`config.mk`:
```
export PLATFORM = sky130hd
export DESIGN_NAME = pipe_stage_elastic
export DESIGN_NICKNAME = d
export VERILOG_FILES = /design/src/rtl/pipe_pkg.sv /design/src/rtl/pipe_slot.sv /design/src/rtl/pipe_stage_elastic.sv
export SDC_FILE = /design/constraint.sdc
export NUM_CORES = 1
export LEC_CHECK = 0
export ABC_AREA = 1
export BUFFER_PORTS_ARGS = -buffer_cell sky130_fd_sc_hd__buf_2
export CORE_UTILIZATION = 25
export DETAILED_ROUTE_END_ITERATION = 10
export PLACE_DENSITY = 0.48
export SLEW_MARGIN = 20
export SYNTH_ARGS = -nofsm -noshare
export SYNTH_HDL_FRONTEND = slang
export SYNTH_SLANG_ARGS = --single-unit
```
`constraint.sdc`:
```
create_clock -name clock -period 2 [get_ports clock]
set_clock_uncertainty 0.2 [all_clocks]
set_input_delay 0.1 -clock clock [delete_from_list [all_inputs] [get_ports clock]]
set_output_delay 0.1 -clock clock [all_outputs]
set_load 0.02 [all_outputs]
```
`src/rtl/pipe_pkg.sv`:
```
// Shared definitions for the elastic pipeline stage: occupancy encoding and
// default widths/bubble instruction used when a stage is instantiated without overrides.
package pipe_pkg;

    typedef enum logic [1:0] {
        EMPTY = 2'd0,
        ONE   = 2'd1,
        TWO   = 2'd2
    } occState_t;

    localparam int          DEFAULT_DATA_W = 32;
    localparam logic [31:0] DEFAULT_NOP_IR = 32'h0000_0000;

endpackage

```
`src/rtl/pipe_slot.sv`:
```
// One holding register of the elastic stage: payload plus valid flag.
// kill beats load, and load beats drain, so a slot can be refilled in the same cycle it empties.
module pipe_slot
    import pipe_pkg::*;
#(
    parameter int W = DEFAULT_DATA_W
) (
    input  logic         clock,
    input  logic         reset,
    input  logic         kill,
    input  logic         load,
    input  logic         drain,
    input  logic [W-1:0] dIn,
    output logic [W-1:0] dOut,
    output logic         valid
);

    always_ff @(posedge clock or negedge reset) begin
        if (!reset) begin
            valid <= 1'b0;
            dOut  <= '0;
        end else if (kill) begin
            valid <= 1'b0;
        end else if (load) begin
            valid <= 1'b1;
            dOut  <= dIn;
        end else if (drain) begin
            valid <= 1'b0;
        end
    end

endmodule

```
`src/rtl/pipe_stage_elastic.sv`:
```
// Elastic stage boundary register: valid/ready handshake with a main slot and a skid slot,
// synchronous flush that injects a bubble, and a saturating back-pressure counter.
module pipe_stage_elastic
    import pipe_pkg::*;
#(
    parameter int                DATA_W   = DEFAULT_DATA_W,
    parameter int                NUM_DATA = 3,
    parameter logic [DATA_W-1:0] NOP_IR   = DATA_W'(DEFAULT_NOP_IR)
) (
    input  logic                       clock,
    input  logic                       reset,
    input  logic                       flush,
    input  logic                       in_valid,
    output logic                       in_ready,
    input  logic [DATA_W-1:0]          in_pc,
    input  logic [DATA_W-1:0]          in_ir,
    input  logic [NUM_DATA*DATA_W-1:0] in_data,
    output logic                       out_valid,
    input  logic                       out_ready,
    output logic [DATA_W-1:0]          out_pc,
    output logic [DATA_W-1:0]          out_ir,
    output logic [NUM_DATA*DATA_W-1:0] out_data,
    output logic [15:0]                stall_cnt
);

    localparam int PAY_W = (2 + NUM_DATA) * DATA_W;

    occState_t state;

    logic                       inFire, outFire;
    logic                       mainLoad, skidLoad, skidDrain;
    logic                       mainValid, skidValid;
    logic [PAY_W-1:0]           inPayload, mainIn, mainPayload, skidPayload;
    logic [DATA_W-1:0]          headPc, headIr;
    logic [NUM_DATA*DATA_W-1:0] headData;

    // in_ready decodes only the state flop, so it never depends on out_ready.
    assign in_ready  = (state != TWO);
    assign inFire    = in_valid & in_ready;
    assign outFire   = mainValid & out_ready;
    assign inPayload = {in_pc, in_ir, in_data};

    // The skid entry is always older than anything arriving, so it refills main first.
    assign mainIn    = skidValid ? skidPayload : inPayload;
    assign mainLoad  = ((state == EMPTY) & inFire)
                     | ((state == ONE) & inFire & outFire)
                     | ((state == TWO) & outFire);
    assign skidLoad  = (state == ONE) & inFire & ~outFire;
    assign skidDrain = (state == TWO) & outFire;

    pipe_slot #(.W(PAY_W)) mainSlot (
        .clock (clock),
        .reset (reset),
        .kill  (flush),
        .load  (mainLoad),
        .drain (outFire),
        .dIn   (mainIn),
        .dOut  (mainPayload),
        .valid (mainValid)
    );

    pipe_slot #(.W(PAY_W)) skidSlot (
        .clock (clock),
        .reset (reset),
        .kill  (flush),
        .load  (skidLoad),
        .drain (skidDrain),
        .dIn   (inPayload),
        .dOut  (skidPayload),
        .valid (skidValid)
    );

    always_ff @(posedge clock or negedge reset) begin
        if (!reset) begin
            state <= EMPTY;
        end else if (flush) begin
            state <= EMPTY;
        end else begin
            case (state)
                EMPTY:   if (inFire) state <= ONE;
                ONE: begin
                    if (inFire && !outFire)      state <= TWO;
                    else if (!inFire && outFire) state <= EMPTY;
                end
                TWO:     if (outFire) state <= ONE;
                default: state <= EMPTY;
            endcase
        end
    end

    always_ff @(posedge clock or negedge reset) begin
        if (!reset) begin
            stall_cnt <= 16'h0000;
        end else if (mainValid && !out_ready && stall_cnt != 16'hFFFF) begin
            stall_cnt <= stall_cnt + 16'h0001;
        end
    end

    assign {headPc, headIr, headData} = mainPayload;
    assign out_valid = mainValid;
    assign out_pc    = mainValid ? headPc   : '0;
    assign out_ir    = mainValid ? headIr   : NOP_IR;
    assign out_data  = mainValid ? headData : '0;

endmodule

```
## Yosys cells after proc, flatten, opt, wreduce, memory -nomap -nowiden

Cells that the tools add are included.

| storage, ports and cells | value |
|---|---|
| register bits | 340 |
| bits of input ports | 165 |
| output and inout bits | 178 |
| word-level logic and storage cells | 54 |

| cells by class | value |
|---|---|
| add/subtract/negate cells | 1 |
| equality and inequality tests | 7 |
| multiplexer cells | 16 |
| bitwise gates (word level) | 11 |
| reduce and logical (&&, ||, !) cells | 13 |

Operators with widths:

| cell | count |
|---|---|
| 2-to-1 mux 160 bit | 1 |
| 2-to-1 mux 96 bit | 1 |
| 2-to-1 mux 32 bit | 2 |
| adder 16 x 1 -> 16 bit (second input constant) | 1 |
| inequality test 16 bit (second input constant) | 1 |
| 2-to-1 mux 2 bit | 5 |
| AND 1 bit | 7 |
| 2-to-1 mux 1 bit | 6 |
| inequality test 3 bit (second input constant) | 2 |
| one-hot mux 2 bit (3 select lines) | 1 |
| nonzero test 3 bit | 2 |
| logical AND 1 bit | 4 |
| inequality test 4 x 2 -> 1 bit (second input constant) | 1 |
| AND reduction 2 bit | 2 |
| logical NOT 1 bit | 3 |
| AND reduction 3 bit | 1 |
| equality test 2 x 1 -> 1 bit (second input constant) | 1 |
| equality test 2 bit (second input constant) | 1 |
| logical NOT 2 bit | 1 |
| inequality test 2 bit (second input constant) | 1 |
| inverter 1 bit | 2 |
| OR 1 bit | 2 |

## Logic depth before layout (Yosys ltp)

Gate-level depths: netlist of the first run.

| logic depth | value |
|---|---|
| depth in word-level cells | 8 |
| gate-level depth with buffers | 10 |
| depth with buffers taken out | 9 |

## By module

A second synthesis of the first run with hierarchy kept.

| second synthesis, totals | value |
|---|---|
| cells, all modules | 2082 |
| area total of the unflattened synthesis | 16991.3 um^2 |

Modules (own cells, without submodules):

| module | times used | cells each | area each (um^2) | seq. area each (um^2) |
|---|---|---|---|---|
| pipe_slot | 2 | 698 | 6331.1 | 4028.9 |
| pipe_stage_elastic | 1 | 686 | 4329.2 | 450.4 |

## Worst setup path before layout of the first run

OpenSTA, ideal clock, no wires.

| timing path | value |
|---|---|
| path type | reg2reg |
| start point | register stall_cnt[1] |
| end point | register stall_cnt[2] |
| library setup time | 0.127 ns |
| arrival time | 1.445 ns |
| data required time | 1.673 ns |
| slack | 0.227 ns |
| stages on the path, launching flop included | 8 |
| path buffers | 1 |
| clock period less this slack | 1.773 ns |
| cells stage by stage | dfrtp_1 -> ha_1 -> inv_1 -> nor2_1 -> nand2_1 -> o21ai_2 -> buf_4 -> o21ai_0 |

| between the ends | value |
|---|---|
| word-level cells in the longest chain between the ends | 2 |
| elaborated cells on any way between the ends | 3 |
| classes of those cells | add/sub (1); eq/ne (1); reduce/logical (1) |

RTL lines:

| what | RTL line | text |
|---|---|---|
| start, declared | pipe_stage_elastic.sv:23 | `output logic [15:0] stall_cnt` |
| start signal, assigned | pipe_stage_elastic.sv:95 | `stall_cnt <= stall_cnt + 16'h0001;` |
| branches (longest 2 deep; another with adder 16 x 1 -> 16 bit) | -- |  |

Parallel ways; which one is timed is not known.
A chain may end at the register's enable or synchronous reset.

## Worst setup path after layout of the first run

| timing path | value |
|---|---|
| start point | register mainSlot.valid |
| end point | output port out_pc[30] |

| between the ends | value |
|---|---|
| word-level cells in the longest chain between the ends | 1 |

RTL lines:

| what | RTL line | text |
|---|---|---|
| start, declared | pipe_slot.sv:15 | `output logic valid` |
| start signal, assigned | pipe_slot.sv:20 | `valid <= 1'b0;` |
| start signal, assigned | pipe_slot.sv:23 | `valid <= 1'b0;` |
| start signal, assigned | pipe_slot.sv:25 | `valid <= 1'b1;` |
| 2-to-1 mux 32 bit | pipe_stage_elastic.sv:101 | `assign out_pc = mainValid ? headPc : '0;` |
| end, declared | pipe_stage_elastic.sv:20 | `output logic [DATA_W-1:0] out_pc,` |

No other way between the ends.

==> reports/qor.yml, run 1 <==
sta:
  slew_violations: 0
  tightest_slew_ns: 0.495
  max_freq_ghz: 0.492
  period_needed_ns: 2.03
  rsz0062_at_grt: "yes"
  setup_viol: 59
  post-route-period-util_pct: 102
  final_hold_viol_count: 0
  fin_tns_setup_ns: -0.838
  max-slew-margin-rel_pct: 67.0
  layout_setup_ws_ns: -0.0342
power:
  power_density_nw_per_um2: 1280
  leakage_nw: 13.0
  peakVddDrop_mv: 0.546
  power.total_mw: 29.7
layout:
  layoutNonFillerInstCount: 3614
  final_common_cell: "nand2_1"
  final_cell_mix: "nand2_1, dfrtp_1, inv_1, buf_2, o21ai_0"
  final_layout_size_suffix_gt1_share_pct: 19.4
  area_growth_pct: 42.6
  fin_nets: 2891
  multi_input_area_um2: 5930
  fillers: 6726
  seqCellArea_um2: 8520
clock_tree:
  htree_levels: 2
  clock_latency_ns: 0.56
  clk_path_buf_depth: 3
  path_clk_slew_ns: 0.06
  cts_num_sinks: 340
  cts_buffers: 42
  cts_root_buffer: "clkbuf_16"
  cts_tree: "done"
synth:
  yosysUniqueCellTypes: 24
  synth_seq_area_share_pct: 52.4
  syn_avg_cell_area_um2: 7.31
  synth_seq_cells: 340
  syn_nets: 2387
  synth_top_area_cell: "dfrtp_1"
  synthTopCellsByArea: "dfrtp_1, nand2_1, inv_1"
  yosysTopAreaCellShare_pct: 52.4
  synth_area_um2: 16200
  yosys_warnings: 0
  syn_inst: 2220
placement:
  portBuffers: 342
  place.gp.congestion: 0.812
  dp.cells: 3336
  dp_hpwl_um: 31700
  place_ws_ns: 0.126
floorplanning:
  dieHeight_um: 257
  io_pins: 343
  chipWidth_um: 257
  rows: 93
  core_area_um2: 64300
  die_area_um2: 65900
  start_util_pct: 25.2
global_routing:
  antenna_found_initial: 4
  busiest_layer: "met2"
  grt_use_met2_pct: 25.6
  grt_max_degree: 133
  grt_pass1_vias: 15200
  grtUsageTotal_pct: 15.2
  grt-ovfl-total: 0
  grt_pass1_wl_um: 80700
  gr-usage-met3_pct: 2.81
  grt.met1_usage_pct: 19.3
drt:
  vias_per_cell: 4.30
  drt_iter0_markers: 846
  vias: 15500
  drtPass1Iterations: 5
  drc: 0
  wirelength_um: 55100
  ant_nets: 0
  wl_per_cell_um: 15.2
critical_path:
  timing.rr.end: "mainSlot.dOut[138]"
  r2r_cells: 11
  arrival_ns: 1.73
  crit_type: "flip-flop to primary output"
  end_kind: "primary output"
  reg2reg_slack_ns: -0.03
  reg2reg_from: "mainSlot.valid"
  required_ns: 1.70
  crit_fanout: 11
  start_kind: "flip-flop"
hold_path:
  hold_path_class: "primary input to async pin"
run_status:
  status: "finished, violations left"
  violations: "negative setup slack"
job:
  max_cap_violations: 0
critical path, stage by stage, from the launching register on:
cell,delay (ns)
dfrtp_4,0.50
buf_12,0.17
clkbuf_16,0.20
nand2_1,0.08
inv_2,0.05
buf_4,0.15
layer usage:
| metal | wire length, um | part of all wire (%) | vias to the layer above |
|---|---|---|---|
| met5 | 10 | 0.018 | - |
| met4 | 1400 | 2.5 | 2 |
| met3 | 2150 | 3.9 | 80 |
| met2 | 26400 | 48 | 330 |
| met1 | 25200 | 46 | 7450 |
| li1 | - | - | 7671 |
worst max path at each step:
stage | startpoint | to | slack (ns) | cells past startpoint
finish | mainSlot.valid | out_pc[30] | -0.03 | 5
global route | mainSlot.valid | out_data[5] | -0.1 | 5
CTS | mainSlot.valid | out_pc[21] | -0.10 | 5
detailed placement | state[0] | mainSlot.dOut[56] | 0.13 | 8
global placement | mainSlot.valid | out_data[61] | 0.17 | 4
floorplan | stall_cnt[1] | stall_cnt[2] | 0.23 | 7
timing repair:
action / in CTS / in global routing
hold buffers: 165 / 0
setup buffers: 2 / 9
resized for setup: 68 / 105
gates cloned: 4 / 19
setup endpoints to repair: 151 / 465
pin swaps: 0 / 2
endpoints found under the hold margin: 680 / 0
cells by family (layout without fill, tap and decap cells):
kind of cell,after synthesis,count (layout),synth area share [%]
simple gates,1072,1072,25.1
buf+inv,464,1000,11.6
flops,340,340,52.4
compound gates,335,335,10.4
xor+xnor,7,7,0.378
fa+ha+maj,2,2,0.154
other cells,0,3,0
state kept, by name, indices dropped and copies added, names as in the netlist:
signal,flops
mainSlot.dOut,160
skidSlot.dOut,160
stall_cnt,16
state,2
mainSlot.valid,1
skidSlot.valid,1
power breakdown:
group / internal, mW / leakage [nW] / switching, mW
Clock: 4.49 / 0.665 / 3.01
Combinational: 4.15 / 8.08 / 6.08
Sequential: 10.1 / 4.26 / 1.84
Total: 18.8 / 13.0 / 10.9
layout make-up:
| type | count | area share, % |
|---|---|---|
| flip-flops and latches | 340 | 36.8 |
| multi-input cells | 1416 | 25.7 |
| repair buffers | 583 | 21.4 |
| inverters | 340 | 5.57 |
| clock buffers | 69 | 5.55 |
| well taps | 855 | 4.62 |
| clock inverters | 7 | 0.292 |
| repair inverters | 1 | 0.0379 |
| diodes | 3 | 0.0325 |
Yosys cell counts:
library cell,number
a21oi_1,2
buf_1,1
buf_2,67
buf_4,13
buf_6,1
clkbuf_1,42
dfrtp_1,340
ha_1,2
inv_1,339
inv_2,1
nand2_1,1031
nand2_2,1
nand3_1,9
nand3b_1,1
nand4_1,4
nor2_1,22
nor2_2,1
nor2_4,1
nor3_2,1
nor3b_1,1
o21ai_0,191
o21ai_1,141
o21ai_2,1
xnor2_1,7
stage by stage:
stage	cell area (um2)	utilization, %	hold WS [ns]
3_5_place_dp	19000	29.6	-0.151
4_1_cts	22300	34.7	0.0692
5_1_grt	23100	36.0	0.0848
3_3_place_gp	19000	29.6	-0.140
6_report	23100	36.0	0.0697
2_1_floorplan	16200	-	-0.396
(Power assumes the default switching activity.)
==> run 2, diff against run 1 <==
--- a/config.mk
+++ b/config.mk
@@ -7,9 +7,11 @@
 export LEC_CHECK = 0
 export ABC_AREA = 1
 export BUFFER_PORTS_ARGS = -buffer_cell sky130_fd_sc_hd__buf_2
+export CELL_PAD_IN_SITES_DETAIL_PLACEMENT = 0
+export CELL_PAD_IN_SITES_GLOBAL_PLACEMENT = 1
 export CORE_UTILIZATION = 25
 export DETAILED_ROUTE_END_ITERATION = 10
-export PLACE_DENSITY = 0.48
+export PLACE_DENSITY = 0.6
 export SLEW_MARGIN = 20
 export SYNTH_ARGS = -nofsm -noshare
 export SYNTH_HDL_FRONTEND = slang
==> run 2 against run 1 <==
Compared with the run above: the run still ends with negative setup slack left; combinational power is essentially flat; critical path depth grew 5; setup slack lost 0.0062 ns; sequential power is essentially flat; clock power grew 1%; first-iteration DRC count grew 20%; via count shrank 0.14%; maximum frequency shrank 0.31%; hold slack gained 0.018 ns; utilization grew 0.79 points; largest cell class unchanged.
==> reports/qor.yml, run 2 (same netlist as run 1, synthesis figures left out) <==
run_status:
  status: "finished, violations left"
  violations: "negative setup slack"
drt:
  ant_nets: 0  # unchanged
  wirelength_um: 57200  # +3.7%
  drt_iter0_markers: 1018  # +20%
  drc: 0  # unchanged
  wl_per_cell_um: 15.7  # +3.3%
  vias_per_cell: 4.27  # -0.61%
  drtPass1Iterations: 5  # unchanged
  vias: 15500  # -0.14%
clock_tree:
  cts_root_buffer: "clkbuf_16"
  htree_levels: 2  # unchanged
  path_clk_slew_ns: 0.06  # about the same
  clock_latency_ns: 0.55  # about the same
  cts_num_sinks: 340  # unchanged
  cts_buffers: 43  # +2.4%
  clk_path_buf_depth: 3  # unchanged
  cts_tree: "done"
hold_path:
  hold_path_class: "primary input to async pin"
floorplanning:
  chipWidth_um: 257  # unchanged
  dieHeight_um: 257  # unchanged
  core_area_um2: 64300  # unchanged
  io_pins: 343  # unchanged
  start_util_pct: 25.2  # unchanged
  die_area_um2: 65900  # unchanged
  rows: 93  # unchanged
layout:
  fin_nets: 2909  # +0.62%
  reg_top3: "mainSlot.dOut (160), skidSlot.dOut (160), stall_cnt (16)"
  final_layout_size_suffix_gt1_share_pct: 21.6  # +2.2 points
  final_common_cell: "nand2_1"
  fillers: 6822  # +1.4%
  area_growth_pct: 45.7
  final_cell_mix: "nand2_1, dfrtp_1, inv_1, buf_2, o21ai_0"
critical_path:
  arrival_ns: 2.28  # +0.55 ns
  end_kind: "flip-flop"
  required_ns: 2.24  # +0.54 ns
  crit_start: "mainSlot.valid"
  crit_type: "flip-flop to flip-flop"
  crit_fanout: 8  # -3
  reg2reg_slack_ns: -0.04  # about the same
  start_kind: "flip-flop"
  reg2reg_from: "mainSlot.valid"
sta:
  post-route-period-util_pct: 102  # +0.31 points
  final_hold_viol_count: 0  # unchanged
  layout_setup_ws_ns: -0.0404  # -0.00623 ns
  rsz0062_at_grt: "yes"
  tightest_slew_ns: 0.423  # -0.0725 ns
  period_needed_ns: 2.04  # +0.00623 ns
  max_freq_ghz: 0.490  # -0.31%
  setup_viol: 47  # -20%
  max-slew-margin-rel_pct: 71.5  # +4.5 points
  slew_violations: 0  # unchanged
global_routing:
  grt_pass1_vias: 14900  # -2.2%
  grt_pass1_wl_um: 81900  # +1.4%
  grtUsageTotal_pct: 15.5  # +0.35 points
  grt-ovfl-total: 0  # unchanged
  antenna_found_initial: 5  # +1
  grt_max_degree: 149  # +12%
power:
  power_density_nw_per_um2: 1270  # -0.96%
  leakage_nw: 13.2  # +1.7%
  peakVddDrop_mv: 0.612  # +12%
  power.total_mw: 30.1  # +1.2%
placement:
  portBuffers: 342  # unchanged
  place_ws_ns: 0.102  # -0.0242 ns
  place.gp.congestion: 0.775  # -4.5%
  dp_hpwl_um: 33100  # +4.2%
job:
  max_cap_violations: 0  # unchanged
run 2: critical path: stages, from the launching register on:
cell	delay, ns
dfrtp_4	0.50
buf_12	0.17
nand2_8	0.07
inv_2	0.05
nor3_4	0.23
nand2_4	0.09
buf_12	0.17
buf_12	0.15
clkbuf_16	0.17
nand2_1	0.05
o21ai_1	0.06
run 2: final timing paths:
path                                      end  cells past startpoint
max in group asynchronous  skidSlot.dOut[142]                      3
min                         skidSlot.dOut[29]                      3
min reg2reg                mainSlot.dOut[124]                      2
min in group clock          skidSlot.dOut[26]                      4
max                        skidSlot.dOut[158]                     10
max reg2reg                skidSlot.dOut[158]                     10
run 2: layer usage:
| metal | global-route usage, % | share of wire (%) | vias to the layer above |
|---|---|---|---|
| met2 | 26.3 | 48 | 327 |
| li1 | - | - | 7716 |
| met5 | 0 | 0.040 | - |
| met3 | 2.63 | 4.0 | 84 |
| met4 | 4.78 | 2.3 | 4 |
| met1 | 20.0 | 46 | 7380 |
run 2: cell type report:
| class | instances | area, um2 | share of cell area [%] |
|---|---|---|---|
| Clock buffer | 62 | 1270 | 5.37 |
| Sequential cell | 340 | 8520 | 36.0 |
| Timing Repair Buffer | 601 | 5350 | 22.6 |
| Antenna cell | 3 | 7.51 | 0.0318 |
| Tap cell | 855 | 1070 | 4.52 |
| Multi-Input combinational cell | 1416 | 6040 | 25.5 |
| Inverter | 340 | 1280 | 5.42 |
| Clock inverter | 14 | 114 | 0.482 |
run 2: report_power, final:
| group | leakage [nW] | total, mW | internal (mW) | switching, mW |
|---|---|---|---|---|
| combinational | 8.27 | 10.4 | 4.34 | 6.09 |
| sequential | 4.26 | 12.0 | 10.2 | 1.88 |
| clock | 0.692 | 7.61 | 4.53 | 3.08 |
run 2: through the flow:
| stage | utilization, % | TNS (ns) | instances | hold WS, ns | instance area (um2) |
|---|---|---|---|---|---|
| final | 36.7 | -0.727 | 3631 | 0.0873 | 23600 |
| after floorplan | - | 0 | 2220 | -0.396 | 16200 |
| after global routing | 36.7 | -12.90 | 3631 | 0.0954 | 23600 |
| after detailed placement | 29.8 | 0 | 3346 | -0.104 | 19200 |
| after CTS | 35.1 | -5.62 | 3594 | 0.0467 | 22600 |
| after global placement | 29.8 | 0 | 3346 | -0.107 | 19200 |
run 2: what timing repair did:
action,in CTS,in global routing
setup endpoints to repair,159,379
gates cloned,4,23
hold endpoints to repair,680,0
gates resized for setup,103,142
hold buffers,166,0
pin swaps,0,3
setup buffers,2,11
